$ cat src/rtl/dsp_mac_driver_if.sv
// dsp_mac_driver_if: operand stream, result stream and DSP48A1 slice signal bundle
interface dsp_mac_driver_if;
  logic        in_valid;
  logic        in_ready;
  logic [17:0] in_a;
  logic [17:0] in_b;
  logic        res_valid;
  logic        res_ready;
  logic [47:0] res_data;
  logic        res_cout;
  logic [17:0] dsp_a;
  logic [17:0] dsp_b;
  logic [7:0]  dsp_opmode;
  logic        dsp_ce;
  logic        dsp_rst;
  logic [47:0] dsp_p;
  logic        dsp_carryout;
  modport master (
    input  in_valid, in_a, in_b, res_ready, dsp_p, dsp_carryout,
    output in_ready, res_valid, res_data, res_cout, dsp_a, dsp_b, dsp_opmode, dsp_ce, dsp_rst
  );
  modport slave (
    output in_valid, in_a, in_b, res_ready, dsp_p, dsp_carryout,
    input  in_ready, res_valid, res_data, res_cout, dsp_a, dsp_b, dsp_opmode, dsp_ce, dsp_rst
  );
endinterface

$ cat src/rtl/dsp_mac_driver.sv
// dsp_mac_driver: feeds N_TAPS operand pairs into a DSP48A1 slice, drains LAT cycles, returns P/CARRYOUT
module dsp_mac_driver #(
  parameter int N_TAPS = 4,
  parameter int LAT = 3
) (
  input  logic CLK,
  input  logic RSTN,
  dsp_mac_driver_if.master bus
);
  localparam int CW = $clog2(N_TAPS + 1);
  localparam int DW = $clog2(LAT + 1);
  localparam logic [CW-1:0] LAST = CW'(N_TAPS);
  localparam logic [DW-1:0] DLAST = DW'(LAT);
  typedef enum logic [1:0] {IDLE, ACCUM, DRAIN, HOLD} state_t;
  state_t state_q, state_d;
  logic [CW-1:0] cnt_q, cnt_d;
  logic [DW-1:0] drn_q, drn_d;
  logic [17:0] a_q, a_d, b_q, b_d;
  logic [7:0] op_q, op_d;
  logic ce_q, ce_d;
  logic rst_q, dsp_rst_q;
  logic rv_q, rv_d;
  logic [47:0] rd_q, rd_d;
  logic rc_q, rc_d;
  logic in_ready, acc;
  assign in_ready = !dsp_rst_q && (state_q == IDLE || state_q == ACCUM);
  assign acc = bus.in_valid && in_ready;
  always_comb begin
    state_d = state_q;
    cnt_d = cnt_q;
    drn_d = drn_q;
    a_d = a_q;
    b_d = b_q;
    op_d = op_q;
    ce_d = 1'b0;
    rv_d = rv_q;
    rd_d = rd_q;
    rc_d = rc_q;
    case (state_q)
      IDLE: if (acc) begin
        a_d = bus.in_a;
        b_d = bus.in_b;
        op_d = 8'h01;
        ce_d = 1'b1;
        cnt_d = CW'(1);
        state_d = ACCUM;
      end
      ACCUM: if (acc) begin
        a_d = bus.in_a;
        b_d = bus.in_b;
        op_d = 8'h09;
        ce_d = 1'b1;
        cnt_d = cnt_q + CW'(1);
        drn_d = '0;
        state_d = (cnt_d == LAST) ? DRAIN : ACCUM;
      end
      DRAIN: if (drn_q == DLAST) begin
        rd_d = bus.dsp_p;
        rc_d = bus.dsp_carryout;
        rv_d = 1'b1;
        state_d = HOLD;
      end else begin
        a_d = '0;
        b_d = '0;
        op_d = 8'h09;
        ce_d = 1'b1;
        drn_d = drn_q + DW'(1);
      end
      HOLD: if (bus.res_ready) begin
        rv_d = 1'b0;
        state_d = IDLE;
      end
    endcase
  end
  always_ff @(posedge CLK) begin
    rst_q <= !RSTN;
    if (!RSTN) begin
      state_q <= IDLE;
      cnt_q <= '0;
      drn_q <= '0;
      a_q <= '0;
      b_q <= '0;
      op_q <= '0;
      ce_q <= 1'b0;
      dsp_rst_q <= 1'b1;
      rv_q <= 1'b0;
      rd_q <= '0;
      rc_q <= 1'b0;
    end else begin
      state_q <= state_d;
      cnt_q <= cnt_d;
      drn_q <= drn_d;
      a_q <= a_d;
      b_q <= b_d;
      op_q <= op_d;
      ce_q <= ce_d;
      dsp_rst_q <= rst_q;
      rv_q <= rv_d;
      rd_q <= rd_d;
      rc_q <= rc_d;
    end
  end
  assign bus.in_ready = in_ready;
  assign bus.res_valid = rv_q;
  assign bus.res_data = rd_q;
  assign bus.res_cout = rc_q;
  assign bus.dsp_a = a_q;
  assign bus.dsp_b = b_q;
  assign bus.dsp_opmode = op_q;
  assign bus.dsp_ce = ce_q;
  assign bus.dsp_rst = dsp_rst_q;
endmodule

$ cat src/flat_wrapper.sv
// flat-port wrapper written by rule: the top's interface ports become plain ports
module dsp_mac_driver_flat 
#(
  parameter int N_TAPS = 4,
  parameter int LAT = 3
)
  (CLK, RSTN, bus_in_valid, bus_in_a, bus_in_b, bus_res_ready, bus_dsp_p, bus_dsp_carryout, bus_in_ready, bus_res_valid, bus_res_data, bus_res_cout, bus_dsp_a, bus_dsp_b, bus_dsp_opmode, bus_dsp_ce, bus_dsp_rst);
  dsp_mac_driver_if bus_i ();
  input  logic CLK;
  input  logic RSTN;
  input wire logic [$bits(bus_i.in_valid)-1:0] bus_in_valid;
  input wire logic [$bits(bus_i.in_a)-1:0] bus_in_a;
  input wire logic [$bits(bus_i.in_b)-1:0] bus_in_b;
  input wire logic [$bits(bus_i.res_ready)-1:0] bus_res_ready;
  input wire logic [$bits(bus_i.dsp_p)-1:0] bus_dsp_p;
  input wire logic [$bits(bus_i.dsp_carryout)-1:0] bus_dsp_carryout;
  output wire logic [$bits(bus_i.in_ready)-1:0] bus_in_ready;
  output wire logic [$bits(bus_i.res_valid)-1:0] bus_res_valid;
  output wire logic [$bits(bus_i.res_data)-1:0] bus_res_data;
  output wire logic [$bits(bus_i.res_cout)-1:0] bus_res_cout;
  output wire logic [$bits(bus_i.dsp_a)-1:0] bus_dsp_a;
  output wire logic [$bits(bus_i.dsp_b)-1:0] bus_dsp_b;
  output wire logic [$bits(bus_i.dsp_opmode)-1:0] bus_dsp_opmode;
  output wire logic [$bits(bus_i.dsp_ce)-1:0] bus_dsp_ce;
  output wire logic [$bits(bus_i.dsp_rst)-1:0] bus_dsp_rst;
  assign bus_i.in_valid = bus_in_valid;
  assign bus_i.in_a = bus_in_a;
  assign bus_i.in_b = bus_in_b;
  assign bus_i.res_ready = bus_res_ready;
  assign bus_i.dsp_p = bus_dsp_p;
  assign bus_i.dsp_carryout = bus_dsp_carryout;
  assign bus_in_ready = bus_i.in_ready;
  assign bus_res_valid = bus_i.res_valid;
  assign bus_res_data = bus_i.res_data;
  assign bus_res_cout = bus_i.res_cout;
  assign bus_dsp_a = bus_i.dsp_a;
  assign bus_dsp_b = bus_i.dsp_b;
  assign bus_dsp_opmode = bus_i.dsp_opmode;
  assign bus_dsp_ce = bus_i.dsp_ce;
  assign bus_dsp_rst = bus_i.dsp_rst;
  dsp_mac_driver #(.N_TAPS(N_TAPS), .LAT(LAT)) u_core (.CLK(CLK), .RSTN(RSTN), .bus(bus_i));
endmodule
$ cat config.mk
export PLATFORM = sky130hd
export DESIGN_NAME = dsp_mac_driver_flat
export DESIGN_NICKNAME = d
export VERILOG_FILES = /design/src/rtl/dsp_mac_driver_if.sv /design/src/rtl/dsp_mac_driver.sv /design/src/flat_wrapper.sv
export SDC_FILE = /design/constraint.sdc
export NUM_CORES = 1
export LEC_CHECK = 0
export CORE_MARGIN = 5
export CORE_UTILIZATION = 30
export DETAILED_ROUTE_END_ITERATION = 12
export HOLD_SLACK_MARGIN = 0.02
export MAX_ROUTING_LAYER = met4
export PLACE_DENSITY = 0.66
export SLEW_MARGIN = 10
export SYNTH_ARGS = -nofsm -noshare
export SYNTH_HDL_FRONTEND = slang
export SYNTH_SLANG_ARGS = --single-unit
export TNS_END_PERCENT = 30
$ cat constraint.sdc
create_clock -name CLK -period 5.06 [get_ports CLK]
set_input_delay 0.759 -clock CLK [delete_from_list [all_inputs] [get_ports CLK]]
set_output_delay 0.759 -clock CLK [all_outputs]
set_load 0.05 [all_outputs]
# Yosys cells after proc, flatten, opt, wreduce, memory -nomap -nowiden
# Cells that the tools add are included.
# W data, S select, Z words.
# op_classes
n_addsub	2
eq_ne	11
mux	27
reduce_logical	19
# ops
cell	count
$pmux W18 S2	2
$mux W18	3
$mux W8	3
$pmux W8 S3	1
$mux W2	7
$reduce_and A3 Y1	4
$ne A2 B1 Y1 const B	4
$pmux W2 S4	1
$reduce_and A4 Y1	2
$reduce_bool A2 Y1	4
$eq A2 B2 Y1 const B	3
$mux W3	2
$pmux W3 S2	1
$mux W1	4
$ne A2 B2 Y1 const B	2
$pmux W1 S2	2
$pmux W2 S2	1
$add A3 B1 Y3 const B	1
$eq A3 B3 Y1 const B	1
$reduce_bool A3 Y1	1
$add A2 B1 Y2 const B	1
$eq A2 B1 Y1 const B	1
$logic_and A1 B1 Y1	2
$logic_not A1 Y1	2
4 further kinds	4
# totals
regBits	104
inputBits	89
output_inout_bits	97
wordCells	71

# Longest topological paths before layout
# Gate-level depths: netlist of the first run.
# logic_depth
word_depth	6
ltp_mapped	8

# Worst setup path before layout of the first run
# OpenSTA, ideal clock, no wires.
# synth_path
kind	register to output
from	register u_core.state_q[0]
to	output port bus_in_ready
arrival_time_ps	1395
required_time_ps	4301
setup_slack_ps	2906
stages_incl_launch_ff	5
path_buffers	1
path_cell_list	dfxtp_1 ha_1 buf_6 nor2_1 nor2_1
# synth_between
elab_chain_len	3
elab_cells_between_ends	4
# synth_rtl
element	line	rtl
start: declaration	dsp_mac_driver.sv:15	state_t state_q, state_d;
start signal: assignment	dsp_mac_driver.sv:90	state_q <= state_d;
$eq A2 B1 Y1 / $logic_not A2 Y1 (equally long branches)	dsp_mac_driver.sv:26	assign in_ready = !dsp_rst_q && (state_q == IDLE || state_q == ACCUM);
$logic_or A1 B1 Y1 *	dsp_mac_driver.sv:26	
$logic_and A1 B1 Y1 *	dsp_mac_driver.sv:26	
end: declaration	flat_wrapper.sv:17	output wire logic [$bits(bus_i.in_ready)-1:0] bus_in_ready;
# Mark *: on every way between the ends. The rest lies on a longest branch, timed or not.

# Final worst setup path of the first run
# Same ends and word-level chain as after synthesis.

==> results of run 1 <==
-- through the flow --
stage | worst slack (ns) | power [mW]
2_1_floorplan | 2.91 | 1.01
3_3_place_gp | 2.07 | 1.12
3_5_place_dp | 1.96 | 1.12
4_1_cts | 2.03 | 1.81
5_1_grt | 1.89 | 1.87
6_report | 2.04 | 1.78
-- per-layer routing --
metal	vias up	track usage [%]	routed length, um
li1	1814	-	-
met1	1578	17.7	4580
met2	133	22.5	4970
met3	16	5.94	929
met4	0	4.90	193
met5	-	-	0
-- report_power, final --
| group | total (mW) | switching (mW) | internal, mW |
|---|---|---|---|
| logic | 0.295 | 0.170 | 0.125 |
| registers | 0.810 | 0.0161 | 0.794 |
| clock network | 0.676 | 0.281 | 0.395 |
| total | 1.78 | 0.467 | 1.31 |
-- layout make-up --
cell class / instances / share of cell area [%]
well taps: 168 / 3.59
inverters: 6 / 0.385
flip-flops and latches: 98 / 33.5
multi-input cells: 318 / 26.5
clock buffers: 11 / 4.15
repair buffers: 182 / 31.0
clock inverters: 4 / 0.877
-- cell usage in the layout (no fill, tap or decap), types with 2 or more instances in the layout --
cell and n:
clkdlybuf4s50_1 179, nand2b_1 2, ha_1 8, o211ai_1 4, a21oi_1 56, nand2_1 143
buf_4 3, conb_1 6, inv_1 5, o21ai_0 27, mux2i_1 2, clkbuf_16 9
nand3_1 37, nor2_1 4, dfxtp_1 98, nand4_1 2, o21ai_1 12
-- cells by family (layout without fill, tap and decap cells) --
group,Yosys count,after routing,synth area share [%]
other,1,6,0.0999
buffers and inverters,46,203,7.00
DFF,98,98,52.3
muxes,2,2,0.534
xor gates and xnor gates,1,1,0.233
adders and majority gates,8,8,2.67
and+or+nand+nor,196,196,21.8
AOI/OAI and AO/OA,105,105,15.4
-- final timing paths --
path                     start              endpoint  slack, ns
min               u_core.rst_q    u_core.bus.dsp_rst       0.44
min reg2reg       u_core.rst_q    u_core.bus.dsp_rst       0.44
max          u_core.state_q[0]          bus_in_ready       2.04
max reg2reg  u_core.state_q[0]  u_core.bus.dsp_a[10]       2.32
-- flip-flops by register name, summed over array words and instances, names as in the netlist, named ones only --
name and flops:
u_core.bus.dsp_a 18, u_core.bus.dsp_b 18, u_core.bus.dsp_ce 1, u_core.bus.dsp_opmode 2, u_core.bus.dsp_rst 1, u_core.bus.res_cout 1
u_core.bus.res_data 48, u_core.bus.res_valid 1, u_core.cnt_q 3, u_core.drn_q 2, u_core.rst_q 1, u_core.state_q 1
-- worst max-delay path, cell delays in order (launching register included) --
cell and delay [ns]:
dfxtp_1 0.45, ha_1 0.37, nor2_1 0.15, nor2_1 0.11, clkdlybuf4s50_1 0.84
==> results.cfg, run 1 <==
[critical_path]
crit_path_max_fanout = 8
required_ns = 4.30
cp-end-kind = output pin
critPathLaunchType = flip-flop
rr_worst_depth = 6
arrival_ns = 2.26
critPathKind = flip-flop to output pin

[die]
io_pins = 186
die_h_um = 122
num_rows = 40
die_w_um = 122
core-area_um2 = 12200
dieArea_um2 = 14800
start_util_pct = 30.9

[synth]
synth_area_leaders = dfxtp_1 (52%), nand2_1 (14%), a21oi_1 (7.5%)
synth_edf_count = 0
ys_types = 37
async_reset_ff_share_pct = 0
synth_most_common_cell = nand2_1
ys_seq_elements = 98
yosysSeqAreaShare_pct = 52.3
synth_ff_type = dfxtp_1
synthCells = 457
ys_warn_count = 0
synth_commonest_cells = nand2_1 (143), dfxtp_1 (98), a21oi_1 (56)
yosysTopAreaCellShare_pct = 52.3
synth_top_cell_by_area = dfxtp_1
avgSynthCellArea_um2 = 8.21
netlist_area_um2 = 3750

[sta]
maxSlewHeadroom_pct = 30.9
worst_pin_slew_ns = 1.03
whs_ns = 0.445
finalSetupTns_ns = 0
setup_viol = 0
fmax_ghz = 0.331
finalCritPeriodShare_pct = 59.7
fin_worst_skew_ns = 0.0105
slew_violations = 0
finalCriticalPeriod_ns = 3.02
rsz0062_at_grt = no
finalHoldViolations = 0

[placed_design]
gp_congestion = 0.772
placed_cells = 772
dp_hpwl_um = 7610
dpl_cell_area_um2 = 5560
port_buffers = 179

[routing]
drc = 0
wl_per_cell_um = 13.6
firstDrtPassIters = 4
routed_via_density = 4.50
routed_wl_um = 10700
drtIter0Drc = 267
final_antenna_net_count = 0
num_vias = 3541

[run_status]
status = finished, final reports clean

[clock_tree]
ctsResizeCount = 0
ctsRootBufferMaster = clkbuf_16
clk_path_buf_depth = 2
ctsHoldBuffers = 0
cts-htree-levels = 3
path_clk_slew_ns = 0.07
cts_setup_buffers = 0
cts_buffers = 9
cts_tree = done
cts.sinks = 98
worstSkewPairLatency_ns = 0.34

[run]
drv_cap = 0

[min_path]
hold_class = flip-flop to flip-flop
whs_path_depth = 1

[cells_and_area]
nNetsFinal = 712
final_util_pct = 48.1
syn_to_final_growth_pct = 55.9
final_cells = 787
fillers = 1173
multi_input_area_um2 = 1550
seqCellArea_um2 = 1960
final_area_um2 = 5850
insertedDiodeCount = 0
drive_gt1_share_pct = 3.88

[global_routing]
grt_use_total_pct = 14.7
grt_max_degree = 73
grt_pass1_wl_um = 16900
grt_pass1_vias = 3345
grt_overflow = 0
antenna_found_initial = 0

[power]
vdd_drop_max_mv = 0.207
power_density_nw_per_um2 = 304
leakage_nw = 2.04
Note: power is estimated with default switching activity, not from simulation.
==> run 2, diff against run 1 <==
==> constraint.sdc (replaced) <==
create_clock -name CLK -period 2.87 [get_ports CLK]
set_input_delay 0.4305 -clock CLK [delete_from_list [all_inputs] [get_ports CLK]]
set_output_delay 0.4305 -clock CLK [all_outputs]
set_load 0.05 [all_outputs]
==> results.cfg, run 2 (synthesized netlist as in run 1, its figures left out) <==
[critical_path]
rrSetupSlack_ns = 0.84
endpoint = bus_in_ready
crit_start = u_core.state_q[0]
critPathLaunchType = flip-flop
arrival_ns = 2.20
rr_worst_depth = 6
reg2reg_to = u_core.bus.dsp_b[1]
cp-end-kind = output pin
required_ns = 2.44
crit_path_max_fanout = 8
critPathKind = flip-flop to output pin

[sta]
setup_ws_ns = 0.242
setup_viol = 0
slew_violations = 0
maxSlewHeadroom_pct = 61.6
worst_pin_slew_ns = 0.576
finalSetupTns_ns = 0
finalCritPeriodShare_pct = 91.6
fmax_ghz = 0.381
rsz0062_at_grt = no
finalCriticalPeriod_ns = 2.63
finalHoldViolations = 0
fin_worst_skew_ns = 0.00677

[clock_tree]
ctsRootBufferMaster = clkbuf_16
cts_tree = done
worstSkewPairLatency_ns = 0.34
cts.sinks = 98
cts_setup_buffers = 0
ctsResizeCount = 0
ctsHoldBuffers = 0
clk_path_buf_depth = 2
cts_buffers = 9
path_clk_slew_ns = 0.06
cts-htree-levels = 3

[die]
die_w_um = 122
core-area_um2 = 12200
die_h_um = 122
dieArea_um2 = 14800
io_pins = 186
num_rows = 40
start_util_pct = 30.9

[cells_and_area]
seqCellArea_um2 = 1960
layout_commonest_cell = clkdlybuf4s50_1
drive_gt1_share_pct = 4.63
nNetsFinal = 718
final_cell_mix = clkdlybuf4s50_1 (179), nand2_1 (143), dfxtp_1 (98), a21oi_1 (56), nand3_1 (37)
multi_input_area_um2 = 1550
largest_reg_flops = 48
syn_to_final_growth_pct = 56.9
fillers = 1155
insertedDiodeCount = 0

[global_routing]
grt_pass1_vias = 3328
antenna_found_initial = 0
grt_max_degree = 50
grt_use_total_pct = 14.3
grt_overflow = 0
grt_pass1_wl_um = 16500

[routing]
routed_wl_um = 10800
routed_via_density = 4.49
drc = 0
final_antenna_net_count = 0
wl_per_cell_um = 13.6
drtIter0Drc = 183
num_vias = 3569
firstDrtPassIters = 4

[placed_design]
dp_hpwl_um = 7920
port_buffers = 179
dp_slack_ns = 0.605
gp_congestion = 0.737

[run_status]
status = finished, final reports clean

[power]
leakage_nw = 2.07
power_density_nw_per_um2 = 524
vdd_drop_max_mv = 0.326

[min_path]
whs_path_depth = 1
holdCritStartpoint = u_core.rst_q
hold_class = flip-flop to flip-flop

[run]
drv_cap = 0
-- run 2: cell count changes in the layout (fill, tap and decap cells not counted), sizes merged --
cell    previous run  this run
clkbuf            11        15
inv                7         6
buf                3         9
bufinv             1         0
clkinv             1         0
-- run 2: power by group --
part	leakage, nW	total, mW	internal (mW)	switching [mW]
registers	0.793	1.43	1.40	0.0281
clock network	0.136	1.13	0.660	0.473
logic	1.14	0.525	0.224	0.301
-- run 2: metal layers --
layer / vias to the layer above / global-route usage (%) / wire [um]
met2: 123 / 23.8 / 5140
li1: 1829 / - / -
met4: 0 / 3.99 / 107
met3: 10 / 5.11 / 845
met1: 1607 / 16.4 / 4700
met5: - / - / 0
-- run 2: worst max-delay path, stage by stage, from the launching register on --
cell and delay [ns]:
dfxtp_1 0.45, ha_1 0.36, nor2_1 0.13, nor2_1 0.10, clkdlybuf4s50_1 0.82
-- run 2: metrics by stage --
| step | power (mW) | utilization (%) | hold WS, ns | instance area (um2) | std cells |
|---|---|---|---|---|---|
| global placement | 1.97 | 46.1 | 0.393 | 5600 | 778 |
| floorplan | 1.77 | - | 0.386 | 3770 | 462 |
| global route | 3.22 | 48.4 | 0.423 | 5890 | 794 |
| finish | 3.09 | 48.4 | 0.411 | 5890 | 794 |
| CTS | 3.14 | 48.4 | 0.419 | 5890 | 794 |
| detailed placement | 1.98 | 46.1 | 0.404 | 5600 | 778 |
-- run 2: layout make-up --
cell class / count / share of cell area, %
inverters: 6 / 0.383
flip-flops and latches: 98 / 33.3
multi-input cells: 318 / 26.3
clock inverters: 1 / 0.128
well taps: 168 / 3.57
clock buffers: 15 / 4.72
repair buffers: 188 / 31.6
-- run 2: worst min path at each step --
stage	to	slack [ns]
detailed placement	u_core.bus.dsp_rst	0.40
global placement	u_core.bus.dsp_rst	0.39
finish	u_core.bus.dsp_rst	0.41
floorplan	u_core.bus.dsp_rst	0.39
CTS	u_core.bus.dsp_rst	0.42
global route	u_core.bus.dsp_rst	0.42
==> run 3, diff against run 2 <==
--- a/config.mk
+++ b/config.mk
@@ -7,6 +7,7 @@
 export LEC_CHECK = 0
 export CORE_MARGIN = 5
 export CORE_UTILIZATION = 30
+export CTS_CLUSTER_SIZE = 40
 export DETAILED_ROUTE_END_ITERATION = 12
 export HOLD_SLACK_MARGIN = 0.02
 export MAX_ROUTING_LAYER = met4
==> results of run 3 <==
The final DEF is identical to that of run 2; final timing and power are the same.
